--- src/rtl/icb_acc_arbiter.sv ---
// Two-master to one-slave ICB arbiter in front of the accelerator's slave port.
// m0 carries CPU control/status traffic, m1 carries bulk preload traffic.
// Commands are granted round-robin and held stable under downstream
// backpressure. Each issued command's master id goes into a small in-order
// tracking FIFO, and that FIFO steers the matching response back.
module icb_acc_arbiter #(
  parameter int ADDR_W      = 32,
  parameter int DATA_W      = 32,
  parameter int OUTST_DEPTH = 2
) (
  input  logic                clk,
  input  logic                rst,
  input  logic                m0_icb_cmd_valid,
  output logic                m0_icb_cmd_ready,
  input  logic                m0_icb_cmd_read,
  input  logic [ADDR_W-1:0]   m0_icb_cmd_addr,
  input  logic [DATA_W-1:0]   m0_icb_cmd_wdata,
  input  logic [DATA_W/8-1:0] m0_icb_cmd_wmask,
  output logic                m0_icb_rsp_valid,
  input  logic                m0_icb_rsp_ready,
  output logic [DATA_W-1:0]   m0_icb_rsp_rdata,
  output logic                m0_icb_rsp_err,
  input  logic                m1_icb_cmd_valid,
  output logic                m1_icb_cmd_ready,
  input  logic                m1_icb_cmd_read,
  input  logic [ADDR_W-1:0]   m1_icb_cmd_addr,
  input  logic [DATA_W-1:0]   m1_icb_cmd_wdata,
  input  logic [DATA_W/8-1:0] m1_icb_cmd_wmask,
  output logic                m1_icb_rsp_valid,
  input  logic                m1_icb_rsp_ready,
  output logic [DATA_W-1:0]   m1_icb_rsp_rdata,
  output logic                m1_icb_rsp_err,
  output logic                s_icb_cmd_valid,
  input  logic                s_icb_cmd_ready,
  output logic                s_icb_cmd_read,
  output logic [ADDR_W-1:0]   s_icb_cmd_addr,
  output logic [DATA_W-1:0]   s_icb_cmd_wdata,
  output logic [DATA_W/8-1:0] s_icb_cmd_wmask,
  input  logic                s_icb_rsp_valid,
  output logic                s_icb_rsp_ready,
  input  logic [DATA_W-1:0]   s_icb_rsp_rdata,
  input  logic                s_icb_rsp_err,
  output logic                busy,
  output logic                stray_rsp
);

  localparam int PTR_W = (OUTST_DEPTH > 1) ? $clog2(OUTST_DEPTH) : 1;
  localparam int CNT_W = $clog2(OUTST_DEPTH + 1);

  typedef enum logic {ARB_OPEN, ARB_LOCKED} arb_state_e;

  arb_state_e             arb_state;
  logic                   locked_id;
  logic                   rr_ptr;
  logic [OUTST_DEPTH-1:0] id_mem;
  logic [PTR_W-1:0]       wr_ptr;
  logic [PTR_W-1:0]       rd_ptr;
  logic [CNT_W-1:0]       count;
  logic                   stray_q;

  logic grant_valid;
  logic grant_id;
  logic fifo_full;
  logic fifo_empty;
  logic head_id;
  logic cmd_hs;
  logic rsp_hs;

  function automatic logic [PTR_W-1:0] ptr_next(input logic [PTR_W-1:0] p);
    return (p == PTR_W'(OUTST_DEPTH - 1)) ? '0 : p + PTR_W'(1);
  endfunction

  assign fifo_full  = (count == CNT_W'(OUTST_DEPTH));
  assign fifo_empty = (count == '0);
  assign head_id    = id_mem[rd_ptr];
  assign cmd_hs     = s_icb_cmd_valid & s_icb_cmd_ready;
  assign rsp_hs     = s_icb_rsp_valid & s_icb_rsp_ready & ~fifo_empty;
  assign busy       = ~rst & ~fifo_empty;
  assign stray_rsp  = ~rst & stray_q;

  // Pick the master to serve: a locked grant wins, otherwise a lone requester, otherwise rr_ptr
  always_comb begin
    grant_valid = 1'b0;
    grant_id    = 1'b0;
    if (arb_state == ARB_LOCKED) begin
      grant_valid = 1'b1;
      grant_id    = locked_id;
    end else if (m0_icb_cmd_valid && m1_icb_cmd_valid) begin
      grant_valid = 1'b1;
      grant_id    = rr_ptr;
    end else if (m0_icb_cmd_valid) begin
      grant_valid = 1'b1;
      grant_id    = 1'b0;
    end else if (m1_icb_cmd_valid) begin
      grant_valid = 1'b1;
      grant_id    = 1'b1;
    end
  end

  // Steer the granted command downstream; a full tracking FIFO blocks new issue
  always_comb begin
    s_icb_cmd_valid  = 1'b0;
    s_icb_cmd_read   = 1'b0;
    s_icb_cmd_addr   = '0;
    s_icb_cmd_wdata  = '0;
    s_icb_cmd_wmask  = '0;
    m0_icb_cmd_ready = 1'b0;
    m1_icb_cmd_ready = 1'b0;
    if (!rst && grant_valid) begin
      if (grant_id) begin
        s_icb_cmd_valid = m1_icb_cmd_valid & ~fifo_full;
        s_icb_cmd_read  = m1_icb_cmd_read;
        s_icb_cmd_addr  = m1_icb_cmd_addr;
        s_icb_cmd_wdata = m1_icb_cmd_wdata;
        s_icb_cmd_wmask = m1_icb_cmd_wmask;
      end else begin
        s_icb_cmd_valid = m0_icb_cmd_valid & ~fifo_full;
        s_icb_cmd_read  = m0_icb_cmd_read;
        s_icb_cmd_addr  = m0_icb_cmd_addr;
        s_icb_cmd_wdata = m0_icb_cmd_wdata;
        s_icb_cmd_wmask = m0_icb_cmd_wmask;
      end
      m0_icb_cmd_ready = s_icb_cmd_ready & ~grant_id & ~fifo_full;
      m1_icb_cmd_ready = s_icb_cmd_ready &  grant_id & ~fifo_full;
    end
  end

  // Route the downstream response to the FIFO head's master; drain anything that arrives while empty
  always_comb begin
    m0_icb_rsp_valid = 1'b0;
    m0_icb_rsp_rdata = '0;
    m0_icb_rsp_err   = 1'b0;
    m1_icb_rsp_valid = 1'b0;
    m1_icb_rsp_rdata = '0;
    m1_icb_rsp_err   = 1'b0;
    s_icb_rsp_ready  = 1'b0;
    if (!rst) begin
      if (fifo_empty) begin
        s_icb_rsp_ready = 1'b1;
      end else if (head_id) begin
        m1_icb_rsp_valid = s_icb_rsp_valid;
        m1_icb_rsp_rdata = s_icb_rsp_rdata;
        m1_icb_rsp_err   = s_icb_rsp_err;
        s_icb_rsp_ready  = m1_icb_rsp_ready;
      end else begin
        m0_icb_rsp_valid = s_icb_rsp_valid;
        m0_icb_rsp_rdata = s_icb_rsp_rdata;
        m0_icb_rsp_err   = s_icb_rsp_err;
        s_icb_rsp_ready  = m0_icb_rsp_ready;
      end
    end
  end

  // Grant lock FSM: hold a stalled downstream command stable until it handshakes, and advance round-robin
  always_ff @(posedge clk) begin
    if (rst) begin
      arb_state <= ARB_OPEN;
      locked_id <= 1'b0;
      rr_ptr    <= 1'b0;
    end else begin
      case (arb_state)
        ARB_OPEN: begin
          if (s_icb_cmd_valid && !s_icb_cmd_ready) begin
            arb_state <= ARB_LOCKED;
            locked_id <= grant_id;
          end
        end
        ARB_LOCKED: begin
          if (cmd_hs) arb_state <= ARB_OPEN;
        end
        default: arb_state <= ARB_OPEN;
      endcase
      if (cmd_hs) rr_ptr <= ~grant_id;
    end
  end

  // In-order tracking FIFO of issuing master ids
  always_ff @(posedge clk) begin
    if (rst) begin
      id_mem <= '0;
      wr_ptr <= '0;
      rd_ptr <= '0;
      count  <= '0;
    end else begin
      if (cmd_hs) begin
        id_mem[wr_ptr] <= grant_id;
        wr_ptr         <= ptr_next(wr_ptr);
      end
      if (rsp_hs) rd_ptr <= ptr_next(rd_ptr);
      if (cmd_hs && !rsp_hs)      count <= count + CNT_W'(1);
      else if (!cmd_hs && rsp_hs) count <= count - CNT_W'(1);
    end
  end

  // Sticky flag for a response that shows up with nothing outstanding
  always_ff @(posedge clk) begin
    if (rst)                              stray_q <= 1'b0;
    else if (s_icb_rsp_valid && fifo_empty) stray_q <= 1'b1;
  end

endmodule

--- config.mk ---
export PLATFORM = sky130hd
export DESIGN_NAME = icb_acc_arbiter
export DESIGN_NICKNAME = d
export VERILOG_FILES = /design/src/rtl/icb_acc_arbiter.sv
export SDC_FILE = /design/constraint.sdc
export NUM_CORES = 1
export LEC_CHECK = 0
export CAP_MARGIN = 20
export CORE_AREA = 4 4 124 126
export DETAILED_ROUTE_END_ITERATION = 10
export DIE_AREA = 0 0 128 130
export SYNTH_ARGS = -nofsm -noshare
export SYNTH_HDL_FRONTEND = slang
export SYNTH_SLANG_ARGS = --single-unit
export TNS_END_PERCENT = 5
--- constraint.sdc ---
create_clock -name clk -period 4.55 [get_ports clk]
set_clock_uncertainty 0.05 [all_clocks]
set_input_delay 0.91 -clock clk [delete_from_list [all_inputs] [get_ports clk]]
set_output_delay 0.91 -clock clk [all_outputs]
set_load 0.01 [all_outputs]
**Word-level counts from Yosys, hierarchy flattened**

Index checks and enable logic that the tools add are counted.

- Output and inout bits: 143
- Register bits: 10

- $lt $le $gt $ge: 3
- Reductions and logical operators: 14
- Multiplexer cells: 52
- Add/sub/neg operators: 4
- Equal/unequal tests: 1
- Bitwise logic cells: 16

Operator list:

| cell | number |
|---|---|
| $mux W32 | 10 |
| $mux W1 | 35 |
| $and A1 B1 Y1 | 11 |
| $mux W4 | 2 |
| $logic_and A1 B1 Y1 | 7 |
| $not A1 Y1 | 5 |
| $logic_not A1 Y1 | 4 |
| $lt A1 B2 Y1 const B | 2 |
| $mux W2 | 2 |
| $add A1 B1 Y1 const B | 2 |
| $add A2 B1 Y2 const B | 1 |
| $bwmux W2 | 1 |
| $eq A2 B2 Y1 const B | 1 |
| $logic_not A2 Y1 | 1 |
| $pmux W1 S2 | 1 |
| $reduce_and A2 Y1 | 1 |
| $reduce_bool A2 Y1 | 1 |
| $sub A2 B1 Y2 const B | 1 |
| $demux W1 S1 | 1 |
| $ge A1 B1 Y1 const B | 1 |

**Logic depth before layout (Yosys ltp)**

- Word-level depth: 11
- Depth in mapped cells: 7
- Mapped depth without buffers: 7

**Worst setup path before layout**

OpenSTA, ideal clock, no wires.

- Kind: input -> output
- From: in m0_icb_cmd_valid
- To: out s_icb_cmd_wdata[19]
- Slack: 1.658 ns
- Cell stages on the path: 6
- Arrival time: 1.932 ns
- Data required time: 3.590 ns
- Path buffers: 2
- Cells stage by stage: nor2b_1 o21a_1 clkbuf_1 buf_2 nand2_1 a21oi_1

- Word-level cells in the longest chain between the ends: 5
- Elaborated cells between the ends (all ways): 10
- Those cells by class: 8 x mux; 2 x reduce/logical

Ends and longest elaborated chain:

| item | line | source |
|---|---|---|
| start: declaration | 13 | `input logic m0_icb_cmd_valid,` |
| $mux W1 / $logic_and A1 B1 Y1 (equally long branches) | 91, 88 |  |
| $mux W1 | 88 | `end else if (m0_icb_cmd_valid && m1_icb_cmd_valid) begin` |
| $mux W1 | 85 | `if (arb_state == ARB_LOCKED) begin` |
| $mux W32 / $logic_and A1 B1 Y1 (equally long branches) | 110, 109 |  |
| $mux W32 (*) | 109 | `if (!rst && grant_valid) begin` |
| end: declaration | 37 | `output logic [DATA_W-1:0] s_icb_cmd_wdata,` |

Every way passes the cells marked *; elsewhere a longest branch is shown, timed or not.

**Worst setup path in the final report**

- From: in m0_icb_cmd_valid
- To: out s_icb_cmd_wdata[3]

Same word-level chain as after synthesis.

==> results <==
- The total overflow left after global routing is 0.
- Entering global routing, the biggest net connects 60 pins.
- Setup repair after global routing left no endpoint under its margin.
- Dividing the final minimum period by the clock period gives 0.931.
- The via count of the first global-routing pass is 3717.
- Synthesis handed over a netlist of 374 instances.
- The total clock sinks is 10.
- The number of fillers in the final layout is 1488.
- The tightest min-delay check is of the reg -> reg type.
- The total of flip-flops plus latches after synthesis is 10.
- The register-to-register setup slack is 2070 ps.
- Routability-driven placement finished with a final weighted congestion of 0.837.
- Setup total negative slack on the finished layout was measured at 0 ps.
- The number of buffers inserted to repair setup after CTS is 0.
- Wires add up to 13900 µm.
- CTS built an H-tree with a depth of 1.
- For this run, the number of Yosys warnings is 0.
- The post-placement cell count is 855.
- The area growth from synthesis to layout is 175%.
- The path with the worst hold slack has its endpoint at stray_q.
- The number of max-slew violations in the final report is 0.
- The count of flip-flops with a built-in enable after synthesis is 0.
- The sum of net half-perimeters after detailed placement is 11600 µm.
- The number of cell rows is 44.
- TritonCTS built the clock tree.
- The number of buffers inserted by port buffering is 321.
- Counting flops with an async set or reset pin after synthesis yields a share of 0.
- The first global-routing pass estimated 19800 µm of wire.
- Across all layers, the routed design uses 3667 vias.
- In this run, distinct cell masters in the synthesized netlist total 28.
- The mapped netlist covers 0.00200 mm².
- Summed over all cells, the static leakage comes to 2.22 nW.
- The number of nets still failing antenna checks after routing is 0.
- Pin placement for this block handled 322 I/O pins.
- Clock latency on the worst-skew pair, taken at its later pin, is 240 ps.
- The actual slew at the worst max-slew pin is 772 ps.
- The die is 130 µm tall.
- The final instance count without filler cells is 859.
- The startpoint of the worst-slack reg-to-reg timing path is rd_ptr.
- The number of maximum-capacitance constraint violations is 0.
- The total chip power is 0.000865 W.
- The number of buffers on the longest clock path is 2.
- Along the worst path, the maximum fanout reaches 32.
- By area the synthesized netlist is led by nand2_1 (26%), a21oi_1 (19%), and3_1 (11%).
- For this configuration, the core starts out at a cell density of 0.140.
- Sorting the synthesized cells by how often they occur yields nand2_1 (140), a21oi_1 (75), and3_1 (34), and2_1 (33), clkbuf_1 (21).
- For this design, the CTS-stage hold fixing added 0 buffers.
- The region available for standard cell placement spans 0.0143 mm².
- The nature of the critical path endpoint is an output pin.
- The hold path startpoint is stray_q.
- The number of endpoints with negative hold slack in the final report was 0.
- The final-stage net count is 856.
- The flow ran to the end, and the final reports show no timing, DRC or antenna violations.
- The global-route total usage across every layer is 0.149.
- The number of failing setup endpoints in the final timing report is 0.
- The mean number of vias per cell is 4.27.
- The clock tree root buffer cell is clkbuf_16.
- The worst register-to-register path ends at count[1].
- In the final routed layout, each cell accounts on average for 16.1 µm.
- The number of cells traversed by the worst hold path is 2.
- The worst setup path is launched from an input pin.
- The data required time at the worst endpoint is 3590 ps.
- IR analysis of the VDD net gives a maximum drop of 0.135 mV.
- The number of antenna violations at the first check in global routing was 0.
- The number of DRC markers in iteration 0 is 217.
- The final period demand of the worst path is 4230 ps.
- The number of remaining DRC errors is 0.
- The worst-case reg-to-reg path depth is 7.
- The design area is 0.00550 mm².
- Clock-pin slew was measured on the worst setup and hold paths at 40 ps.
- The type of the worst setup path is in -> out.
- The number of detailed-routing iterations run before antenna repair is 5.
- The share of synthesized area in the top cell type comes to 0.263.
- Summed over all instances, the cell type with the most area after synthesis is nand2_1.
- The critical path data arrival time is 3270 ps.
- The share of the Yosys chip area taken by registers is 0.100.
- Synthesis produced a netlist with a net count of 554.
- Once placement finished, the instance area stood at 0.00543 mm².
- The maximum clock frequency is 236 MHz.
- The die covers 0.0166 mm².
- The layout cell share with drive strength beyond 1 is 0.0326.
- Post-CTS repair changed the size of 0 cells.
- The primary flip-flop cell chosen by synthesis mapping is dfxtp_1.
- The width of the die is 128 µm.
- The normalized max-slew margin is 0.485.
- The number of clock buffers added by TritonCTS is 3.
- Power spread over the standard cell area amounts to 157 mW/mm².
- The mean instance size in the synthesized netlist is 5.34 µm².
- In the post-synthesis netlist, the cell with the most instances is nand2_1.
[worst max-delay path by stage]
stage | startpoint | end | slack, ps | cells after the start
floorplan | m0_icb_cmd_valid | s_icb_cmd_wdata[19] | 1660 | 6
global placement | m0_icb_cmd_valid | s_icb_cmd_wdata[0] | 380 | 7
detailed placement | m0_icb_cmd_valid | s_icb_cmd_wdata[27] | 350 | 7
CTS | m0_icb_cmd_valid | s_icb_cmd_wdata[0] | 330 | 7
global route | m0_icb_cmd_valid | s_icb_cmd_wdata[30] | 130 | 7
finish | m0_icb_cmd_valid | s_icb_cmd_wdata[3] | 320 | 7
[placed cells by master, fill, tap and decap left out]
| cell | instances |
|---|---|
| or3_1 | 2 |
| xor2_1 | 2 |
| nand2b_1 | 2 |
| ha_1 | 1 |
| clkbuf_16 | 3 |
| nor3_1 | 4 |
| and3_1 | 34 |
| nor2_1 | 11 |
| a2111oi_0 | 1 |
| buf_4 | 8 |
| nor2b_1 | 4 |
| o21ba_2 | 1 |
| and2_1 | 33 |
| or2_2 | 2 |
| o21ai_4 | 1 |
| buf_12 | 3 |
| diode_2 | 1 |
| inv_1 | 3 |
| a311oi_1 | 2 |
| mux2i_4 | 1 |
| o21ai_0 | 2 |
| mux2i_1 | 4 |
| o21a_2 | 1 |
| nand2_1 | 140 |
| dfxtp_1 | 10 |
| a21oi_1 | 75 |
| xnor2_1 | 1 |
| a2111oi_4 | 1 |
| nor4_1 | 1 |
| nor3_2 | 1 |
| clkdlybuf4s50_1 | 320 |
[through the flow]
step	utilization	hold WS, ps	worst slack (ps)
6_report	0.384	410	316
5_1_grt	0.384	433	127
4_1_cts	0.384	413	326
3_5_place_dp	0.379	404	345
3_3_place_gp	0.379	396	377
2_1_floorplan	-	379	1660
[power by group]
| part | leakage, nW | internal (W) | switching [W] |
|---|---|---|---|
| registers | 0.0822 | 0.0000977 | 0.0000109 |
| clock network | 0.0370 | 0.000114 | 0.0000400 |
| logic | 2.10 | 0.000347 | 0.000256 |
| total | 2.22 | 0.000558 | 0.000307 |
[area by class of cell]
type                       instances  area, µm²  area share
tap                              184        230      0.0418
antenna                            1       2.50    0.000455
clock buffer                       3       75.1      0.0136
inverter                           3       11.3     0.00205
timing repair buffer             331       3320       0.604
sequential                        10        200      0.0364
multi-input combinational        327       1660       0.302
[metal layers]
metal / share of wire / global-route usage / up-vias
met5: 0 / 0 / -
met4: 0.013 / 0.0325 / 0
met3: 0.11 / 0.0475 / 11
met2: 0.50 / 0.278 / 201
met1: 0.38 / 0.166 / 1620
li1: - / - / 1835
[sequential cells by signal (all words and copies together), names as in the netlist, named ones only]
name,count
id_mem,2
stray_q,1
wr_ptr,1
rr_ptr,1
rd_ptr,1
locked_id,1
count,2
[critical path, stage by stage]
cell,delay (ps)
clkdlybuf4s50_1,510
nor2b_1,350
o21a_2,440
buf_12,230
nand2_1,70
a21oi_1,170
clkdlybuf4s50_1,590
[logic make-up (layout without fill, tap and decap cells)]
kind of cell | after synthesis | in the layout | synth area share
and+or+nand+nor | 234 | 234 | 0.540
AOI/OAI and AO/OA | 84 | 84 | 0.231
buffers and inverters | 37 | 337 | 0.0776
DFF | 10 | 10 | 0.100
muxes | 5 | 5 | 0.0313
xor gates and xnor gates | 3 | 3 | 0.0132
adders and majority gates | 1 | 1 | 0.00626
other | 0 | 1 | 0
No activity file was read; power rests on OpenSTA's default activity.
